===== config.mk =====
export PLATFORM = sky130hd
export DESIGN_NAME = sample_splitter
export DESIGN_NICKNAME = d
export VERILOG_FILES = /design/src/rtl/sample_splitter.sv
export SDC_FILE = /design/constraint.sdc
export NUM_CORES = 1
export LEC_CHECK = 0
export CORE_AREA = 2 2 98 91
export CTS_CLUSTER_DIAMETER = 50
export CTS_CLUSTER_SIZE = 14
export DETAILED_ROUTE_END_ITERATION = 12
export DIE_AREA = 0 0 100 93
export PLACE_DENSITY_LB_ADDON = 0.2
export REMOVE_ABC_BUFFERS = 1
export SETUP_SLACK_MARGIN = 0.05
export SLEW_MARGIN = 25
export SYNTH_ARGS = -nofsm -noshare
export SYNTH_HDL_FRONTEND = slang
export SYNTH_SLANG_ARGS = --single-unit

===== constraint.sdc =====
create_clock -name clk -period 2.8 [get_ports clk]
set_input_delay 0.84 -clock clk [delete_from_list [all_inputs] [get_ports clk]]
set_output_delay 0.84 -clock clk [all_outputs]
set_load 0.01 [all_outputs]

===== src/rtl/sample_splitter.sv =====
// Serializes 16-bit samples into a byte stream for the UART transmitter.
// A small sample FIFO absorbs UART backpressure; dropped samples set a sticky flag.
module sample_splitter #(
    parameter int WIDTH     = 16,
    parameter int DEPTH     = 4,
    parameter bit MSB_FIRST = 1'b1
) (
    input  logic             clk,
    input  logic             rst,
    input  logic [WIDTH-1:0] data_i,
    input  logic             valid_i,
    output logic [7:0]       data_uart_o,
    output logic             valid_o,
    input  logic             ready_i,
    output logic             full_o,
    output logic             overflow_o,
    output logic             busy_o
);

    localparam int AW = $clog2(DEPTH);
    localparam int CW = AW + 1;

    typedef enum logic [1:0] {IDLE, BYTE0, BYTE1} state_t;

    // Handshake: a byte transfers on a rising edge where valid_o and ready_i
    // are both high; once raised, valid_o and data_uart_o hold until then.
    state_t           state_q, state_d;
    logic [7:0]       byte_q, byte_d;
    logic             valid_q, valid_d;
    logic [WIDTH-1:0] hold_q;
    logic [WIDTH-1:0] mem [DEPTH];
    logic [AW-1:0]    wr_ptr_q, rd_ptr_q;
    logic [CW-1:0]    count_q;
    logic             ovf_q;
    logic             wr_en, pop, empty;
    logic [WIDTH-1:0] head;

    function automatic logic [7:0] first_byte(input logic [15:0] s);
        return MSB_FIRST ? s[15:8] : s[7:0];
    endfunction

    function automatic logic [7:0] second_byte(input logic [15:0] s);
        return MSB_FIRST ? s[7:0] : s[15:8];
    endfunction

    assign empty = (count_q == '0);
    assign full_o = (count_q == CW'(DEPTH));
    // Full is taken from the registered count, so a same-cycle pop never frees a slot.
    assign wr_en = valid_i && !full_o;
    assign head = mem[rd_ptr_q];

    always_comb begin
        state_d = state_q;
        byte_d  = byte_q;
        valid_d = valid_q;
        pop     = 1'b0;
        case (state_q)
            IDLE: begin
                valid_d = 1'b0;
                if (!empty) begin
                    pop     = 1'b1;
                    byte_d  = first_byte(head);
                    valid_d = 1'b1;
                    state_d = BYTE0;
                end
            end
            BYTE0: begin
                if (ready_i) begin
                    byte_d  = second_byte(hold_q);
                    state_d = BYTE1;
                end
            end
            BYTE1: begin
                if (ready_i) begin
                    if (!empty) begin
                        pop     = 1'b1;
                        byte_d  = first_byte(head);
                        state_d = BYTE0;
                    end else begin
                        valid_d = 1'b0;
                        state_d = IDLE;
                    end
                end
            end
            default: begin
                valid_d = 1'b0;
                state_d = IDLE;
            end
        endcase
    end

    always_ff @(posedge clk or posedge rst) begin
        if (rst) begin
            state_q  <= IDLE;
            byte_q   <= '0;
            valid_q  <= 1'b0;
            hold_q   <= '0;
            wr_ptr_q <= '0;
            rd_ptr_q <= '0;
            count_q  <= '0;
            ovf_q    <= 1'b0;
        end else begin
            state_q <= state_d;
            byte_q  <= byte_d;
            valid_q <= valid_d;
            if (pop) begin
                hold_q   <= head;
                rd_ptr_q <= rd_ptr_q + 1'b1;
            end
            if (wr_en) begin
                wr_ptr_q <= wr_ptr_q + 1'b1;
            end
            if (valid_i && full_o) begin
                ovf_q <= 1'b1;
            end
            case ({wr_en, pop})
                2'b10:   count_q <= count_q + 1'b1;
                2'b01:   count_q <= count_q - 1'b1;
                default: count_q <= count_q;
            endcase
        end
    end

    // Storage needs no reset: the count and pointers define what is valid.
    always_ff @(posedge clk) begin
        if (wr_en) begin
            mem[wr_ptr_q] <= data_i;
        end
    end

    assign data_uart_o = byte_q;
    assign valid_o     = valid_q;
    assign overflow_o  = ovf_q;
    assign busy_o      = (state_q != IDLE) || !empty;

endmodule


Word level (Yosys, flattened, before mapping). Memory sizes are Yosys's and may differ from the RTL's. Cells that the tools add are included. W data, S select, Z words.

Memories kept: 1. Output and inout bits: 12. Input bits: 20. Memory bits (writable): 64. Logic and storage cells: 54. Flip-flop bits (word level): 27.

Muxes and demuxes: 18. Add/sub/neg operators: 4. Reduce and logical (&&, ||, !) cells: 13. Bitwise operators: 1. Equality and inequality tests: 9.

Memory list: mem (words 4, bits a word 16, read ports 1, clocked after Yosys merged registers in 0, wr ports 1, RTL line 31) `logic [WIDTH-1:0] mem [DEPTH];`.

Operators by type and width (number): $mux W8 (3); $pmux W8 S3 (1); $reduce_and A3 Y1 (3); $ne A2 B2 Y1 const B (4); $mux W1 (7); $mux W2 (3); $pmux W2 S3 (1); $pmux W3 S2 (1); $add A2 B1 Y2 const B (2); $eq A2 B1 Y1 const B (2); $eq A2 B2 Y1 const B (2); $reduce_bool A2 Y1 (2); $add A3 B1 Y3 const B (1); $eq A3 B3 Y1 const B (1); $logic_not A3 Y1 (1); $pmux W1 S3 (1); $reduce_bool A3 Y1 (1); $sub A3 B1 Y3 const B (1); $logic_and A1 B1 Y1 (2); $logic_not A1 Y1 (2); $logic_not A2 Y1 (1); $pmux W1 S2 (1); $logic_or A1 B1 Y1 (1); $not A1 Y1 (1).

Depth between registers and ports, before layout. Gate-level depths: netlist of run 1.

Word-level depth: 6. Mapped depth: 9. Gate-level depth less buffers: 9.

Worst setup path after synthesis of run 1. Ideal clock, no wire load.

Path kind: input to register. Start: input port ready_i. End: register count_q[2]. Library setup time: 79 ps. Path buffers: 1. Stages on the path: 9. Data arrival time: 2299 ps. Required time: 2721 ps. Setup slack: 422 ps. Cell sequence: nor2b_1 > nor3_1 > buf_4 > ha_1 > inv_1 > fa_1 > xor2_1 > nor2_1 > xor2_1.

Longest elaborated chain between the ends: 4. Elaborated cells on any way between the ends: 6. Classes of those cells: eq/ne (2); mux (3); reduce/logical (1).

RTL lines: start: declaration (RTL line 14) `input logic ready_i,`; $mux W1 * (RTL line 74) `if (ready_i) begin`; $pmux W1 S2 * (RTL line 57) `case (state_q)`; net pop (RTL line 35) `logic wr_en, pop, empty;`; $eq A2 B1 Y1 or $eq A2 B2 Y1 (tied branches) (RTL line 116) `case ({wr_en, pop})`; $pmux W3 S2 or $reduce_bool A2 Y1 (tied branches); end signal: assignment (RTL line 117) `2'b10: count_q <= count_q + 1'b1;`; end signal: assignment (RTL line 118) `2'b01: count_q <= count_q - 1'b1;`; end signal: assignment (RTL line 119) `default: count_q <= count_q;`; end: declaration (RTL line 33) `logic [CW-1:0] count_q;`.

The timed path passes the listed nets; every way through them passes the cells marked *. A chain may end at the register's enable or synchronous reset.

Worst setup path after layout of run 1.
Start: register count_q[1]. End: output port busy_o.

Longest elaborated chain between the ends: 3.

RTL lines: $logic_not A3 Y1 (RTL line 46) `assign empty = (count_q == '0);`; $logic_not A1 Y1 (RTL line 134) `assign busy_o = (state_q != IDLE) || !empty;`; $logic_or A1 B1 Y1 (RTL line 134); end: declaration (RTL line 17) `output logic busy_o`.

Every way passes these cells.

==> results.tsv, run 1 <==
metric	value	unit
skew	0.00876	ns
cpMostUsedCell	or3_1	
start_util	43.8	%
synth_cell_types	28	
n_fill_cell	710	
fin_hold_ws	0.465	ns
grt_start_max_net_pins	28	
syn-cell-area	3650	um2
outcome	finished clean	
hold_start	overflow_o	
setup-violations-final	0	
synth_edf_count	64	
min_path_type	flip-flop to flip-flop	
wire_per_inst	17.3	um
drive_gt1_share	30.7	%
cts-buffers-inserted	9	
crit_required	1.96	ns
yosys_most_used_dff	edfxtp_1	
synth_area_leaders	edfxtp_1 (53%), dfrtp_1 (19%), mux4_2 (9.9%), mux2_2 (5.2%), mux2_4 (3.3%)	
timing.fmax	385	MHz
synth_most_common_cell	edfxtp_1	
vdd_drop_max	0.383	mV
cp_top_family	simple AND/OR/NAND/NOR gates	
tightest_slew	0.674	ns
cpPeakStageDelay	0.43	ns
multi_input_comb_area	983	um2
synthTopCellsByCount	edfxtp_1 (64), dfrtp_1 (27), mux2_2 (17), mux4_2 (16)	
yosysTopAreaCellShare	52.6	%
cts_tree	done	
drv_cap	0	
fp-row-count	32	
clk_latency	0.35	ns
fp.dieH	93	um
vias_per_cell	5.00	
avgSynthCellArea	20.0	um2
ys_seq_elements	91	
synthToLayoutAreaGrowth	18.8	%
cts_buffer_depth	2	
antennaDiodeCount	0	
dr.pass1.iters	4	
finalHoldViolations	0	
drtIter0Drc	77	
dieArea	9300	um2
place.gp.congestion	0.693	
period_needed	2.60	ns
nNetsFinal	259	
grt_pass1_vias	1804	
antenna_found_initial	0	
synth_top_area_cell	edfxtp_1	
critPathMaxFanout	4	
drc_errors	0	
rsz0062_at_grt	no	
grt_use_total	14.3	%
clk_pin_slew	0.09	ns
critPathKind	flip-flop to primary output	
yosys_warnings	0	
ys_seq_area_share	71.1	%
via_count	1700	
drt-total-wl	5880	um
syn-instance-count	183	
dpl.hpwl	3710	um
cp-start-kind	flip-flop	
leakage	1.58	nW
r2r_start	count_q[0]	
cts.sinks	91	
finalMaxSlewViolations	0	
async_reset_ff_share	29.7	%
die_width	100	um
cp.arrival	1.76	ns
core_region_area	8330	um2
ios	32	
crit_start	count_q[1]	
cts_root_buffer	clkbuf_8	
end_kind	primary output	
register_area	2600	um2
crit_chain	or3_1 > or3_1 > dlygate4sd2_1	
cts_hold_buf	0	
slew_headroom	55.0	%
cp_slowest_cell	dfrtp_1	
portBuffers	31	
grt_pass1_wl	9570	um
period_share	92.9	%
power.total	0.00465	W
pwr_density_cell	1070	nW/um2
path_buf_inv	1	
ant_nets	0	
grt-ovfl-total	0	
htreeDepth	3	
## final timing paths
check	end	slack, ns	depth (start not counted)
setup / recovery	busy_o	0.20	3
hold / removal	overflow_o	0.47	1
setup reg to reg	count_q[2]	0.69	9
hold reg to reg	overflow_o	0.47	1
max in group asynchronous	hold_q[4]	1.69	3
min in group asynchronous	data_uart_o[7]	0.84	3
## power by group
| part | switching, W | total [W] | internal [W] |
|---|---|---|---|
| clock network | 0.000456 | 0.000790 | 0.000333 |
| logic | 0.000721 | 0.00178 | 0.00106 |
| registers | 0.000219 | 0.00208 | 0.00186 |
| total | 0.00140 | 0.00465 | 0.00326 |
## per-stage QoR
step	cell area, um2	util [%]	worst slack (ns)	instances	TNS, ns
3_5_place_dp	4150	49.8	0.0467	323	0
5_1_grt	4340	52.1	0.109	340	0
3_3_place_gp	4150	49.8	0.0743	323	0
6_report	4340	52.1	0.200	340	0
4_1_cts	4330	52.0	0.120	340	0
2_1_floorplan	3610	-	-0.110	176	-0.110
## cell families after synthesis
family	after synthesis	synth area share, %
simple gates	16	2.74
fa+ha+maj	6	2.26
mux	43	19.0
buf+inv	15	2.06
compound gates	6	1.41
xor+xnor	6	1.44
flops	91	71.1
## state kept, by name (all words and copies together) (netlist names)
register,cells
count_q,3
data_uart_o,8
hold_q,8
mem,64
overflow_o,1
rd_ptr_q,2
state_q,2
valid_o,1
wr_ptr_q,2
## worst reg2reg max path, stage by stage, from the launching register on
cell,delay (ns)
dfrtp_1,0.39
buf_4,0.15
nor3_1,0.49
nor3_1,0.14
ha_1,0.24
inv_1,0.07
fa_1,0.17
xor2_1,0.15
nor2_1,0.06
xor2_1,0.14
## what timing repair did
| item | 4_1_cts | 5_1_grt |
|---|---|---|
| setup endpoints to repair | 1 | 1 |
| setup buffers | 1 | 0 |
| gates resized for setup | 1 | 1 |
## cell type report
| class | instances | share of cell area, % |
|---|---|---|
| Sequential cell | 91 | 59.9 |
| Multi-Input combinational cell | 77 | 22.7 |
| Timing Repair Buffer | 46 | 9.72 |
| Clock buffer | 10 | 2.94 |
| Tap cell | 102 | 2.94 |
| Clock inverter | 6 | 1.15 |
| Inverter | 8 | 0.692 |
## routing by layer
layer | vias up | wire length (um) | GRT usage (%)
met3 | 4 | 231 | 5.08
met4 | 0 | 68 | 4.34
met1 | 866 | 2520 | 17.6
met2 | 28 | 3060 | 23.8
met5 | - | 0 | 0
li1 | 802 | - | -
## layout by cell type (no fill, tap or decap), drive strengths merged, types with 2 or more instances in the layout
master,n
edfxtp,64
clkdlybuf4s50,30
dfrtp,27
mux2,25
mux4,16
buf,15
clkbuf,10
inv,10
ha,5
and2,4
xor2,4
nor2b,3
o21ai,3
clkinv,3
nor3,2
xnor2,2
mux2i,2
or3,2
No activity file was read; power rests on OpenSTA's default activity.
==> run 2: changes to the inputs <==
--- a/config.mk
+++ b/config.mk
@@ -13,6 +13,7 @@
 export PLACE_DENSITY_LB_ADDON = 0.2
 export REMOVE_ABC_BUFFERS = 1
 export SETUP_SLACK_MARGIN = 0.05
+export SKIP_CTS_REPAIR_TIMING = 1
 export SLEW_MARGIN = 25
 export SYNTH_ARGS = -nofsm -noshare
 export SYNTH_HDL_FRONTEND = slang
==> results.tsv, run 2 (same netlist as run 1, synthesis figures left out) <==
metric	value	unit	change
skew	0.00912	ns	+0.000360 ns
outcome	finished clean		
dp_slack	0.0467	ns	unchanged
portBuffers	31		unchanged
setup_ws	0.147	ns	-0.0534 ns
dpl.hpwl	3710	um	unchanged
cp-start-kind	flip-flop		
drt-total-wl	5850	um	-0.43%
critPathMaxFanout	4		unchanged
top_register	mem		
start_util	43.8	%	unchanged
grt_use_total	14.2	%	-0.065 points
antennaDiodeCount	0		unchanged
min_path_type	flip-flop to flip-flop		
cp.arrival	1.81	ns	+0.05 ns
drc_errors	0		unchanged
htreeDepth	3		unchanged
slew_headroom	55.0	%	about the same
critPathKind	flip-flop to primary output		
drive_gt1_share	30.3	%	-0.42 points
antenna_found_initial	0		unchanged
top_layer	met4		
rsz0062_at_grt	yes		
n_fill_cell	710		unchanged
finalHoldViolations	0		unchanged
p_comb_share	38.1	%	about the same
drv_cap	0		unchanged
cts_root_buffer	clkbuf_8		
wire_per_inst	17.2	um	-0.43%
power_switching	0.00139	W	-0.16%
crit_required	1.96	ns	about the same
multi_input_comb_area	978	um2	-0.51%
vdd_drop_max	0.383	mV	about the same
tightest_slew	0.674	ns	-0.000198 ns
register_area	2600	um2	unchanged
layout_commonest_cell	edfxtp_1		
fp.dieH	93	um	unchanged
fin_hold_ws	0.465	ns	-0.000870 ns
dr.pass1.iters	4		unchanged
synthToLayoutAreaGrowth	18.8	%	about the same
nNetsFinal	259		unchanged
place.gp.congestion	0.693		unchanged
grt_pass1_vias	1792		-0.67%
dieArea	9300	um2	unchanged
wl_met1	2540	um	+0.87%
mostFrequentLayoutCells	edfxtp_1 (64), clkdlybuf4s50_1 (30), dfrtp_1 (27)		
grt_start_max_net_pins	28		unchanged
power.total	0.00465	W	about the same
period_needed	2.65	ns	+0.0534 ns
largest_register_ffs	64		unchanged
fp-row-count	32		unchanged
seqPwrFrac	44.9	%	about the same
pwr_density_cell	1070	nW/um2	about the same
end_kind	primary output		
ant_nets	0		unchanged
cts.sinks	91		unchanged
cts_tree	done		
met2WireLength	3090	um	+0.98%
via_count	1706		+0.35%
timing.fmax	377	MHz	-2.0%
placedInstanceArea	4150	um2	unchanged
ios	32		unchanged
final_area	4340	um2	about the same
power.share.switching	30.0	%	about the same
leakage	1.58	nW	about the same
grt-ovfl-total	0		unchanged
vias_per_cell	5.02		+0.35%
pwr-share-clk	17.0	%	about the same
finalMaxSlewViolations	0		unchanged
setup-violations-final	0		unchanged
die_width	100	um	unchanged
core_region_area	8330	um2	unchanged
clk_pin_slew	0.09	ns	about the same
intPower	0.00326	W	about the same
wl_met3	186	um	-19%
grt_pass1_wl	9520	um	-0.57%
drtIter0Drc	85		+10%
clk_latency	0.35	ns	about the same
cts_buffer_depth	2		unchanged
period_share	94.8	%	+1.9 points
cts-buffers-inserted	9		unchanged
-- run 2: cell count changes in the layout (fill, tap and decap cells not counted), sizes merged --
cell / previous run / this run
dlymetal6s2s: 0 / 1
dlygate4sd2: 1 / 0
-- run 2: final timing paths --
check / from / to / slack (ns) / depth (start not counted)
worst max-delay path: count_q[0] / full_o / 0.15 / 3
worst min-delay path: overflow_o / overflow_o / 0.46 / 1
worst max register to register: count_q[0] / count_q[2] / 0.67 / 10
worst min register to register: overflow_o / overflow_o / 0.46 / 1
max in group asynchronous: rst / hold_q[4] / 1.68 / 3
min in group asynchronous: rst / data_uart_o[7] / 0.85 / 3
-- run 2: worst max-delay path: stages (launching register included) --
cell and delay [ns]:
dfrtp_1 0.41, buf_4 0.15, nor3b_1 0.31, clkdlybuf4s50_1 0.60
-- run 2: layout make-up --
type	instances	share of cell area (%)
Inverter	8	0.692
Timing Repair Buffer	46	9.81
Tap cell	102	2.94
Clock inverter	6	1.15
Clock buffer	10	2.94
Sequential cell	91	59.9
Multi-Input combinational cell	77	22.6
-- run 2: per-layer routing --
layer,GRT usage [%],vias up
met4,4.34,0
met2,23.6,26
met5,0,-
li1,-,802
met1,17.5,876
met3,5.08,2
-- run 2: through the flow --
stage | cells | TNS, ns | utilization [%]
2_1_floorplan | 176 | -0.110 | -
3_3_place_gp | 323 | 0 | 49.8
3_5_place_dp | 323 | 0 | 49.8
4_1_cts | 339 | -0.0515 | 52.0
5_1_grt | 340 | 0 | 52.1
6_report | 340 | 0 | 52.1
-- run 2: power by group through the flow --
stage               registers (W)  clock network [W]  logic (W)
global placement          0.00211                  0    0.00177
floorplan                 0.00215                  0    0.00115
finish                    0.00209           0.000790    0.00177
CTS                       0.00210           0.000833    0.00181
detailed placement        0.00212                  0    0.00180
global route              0.00214           0.000889    0.00195
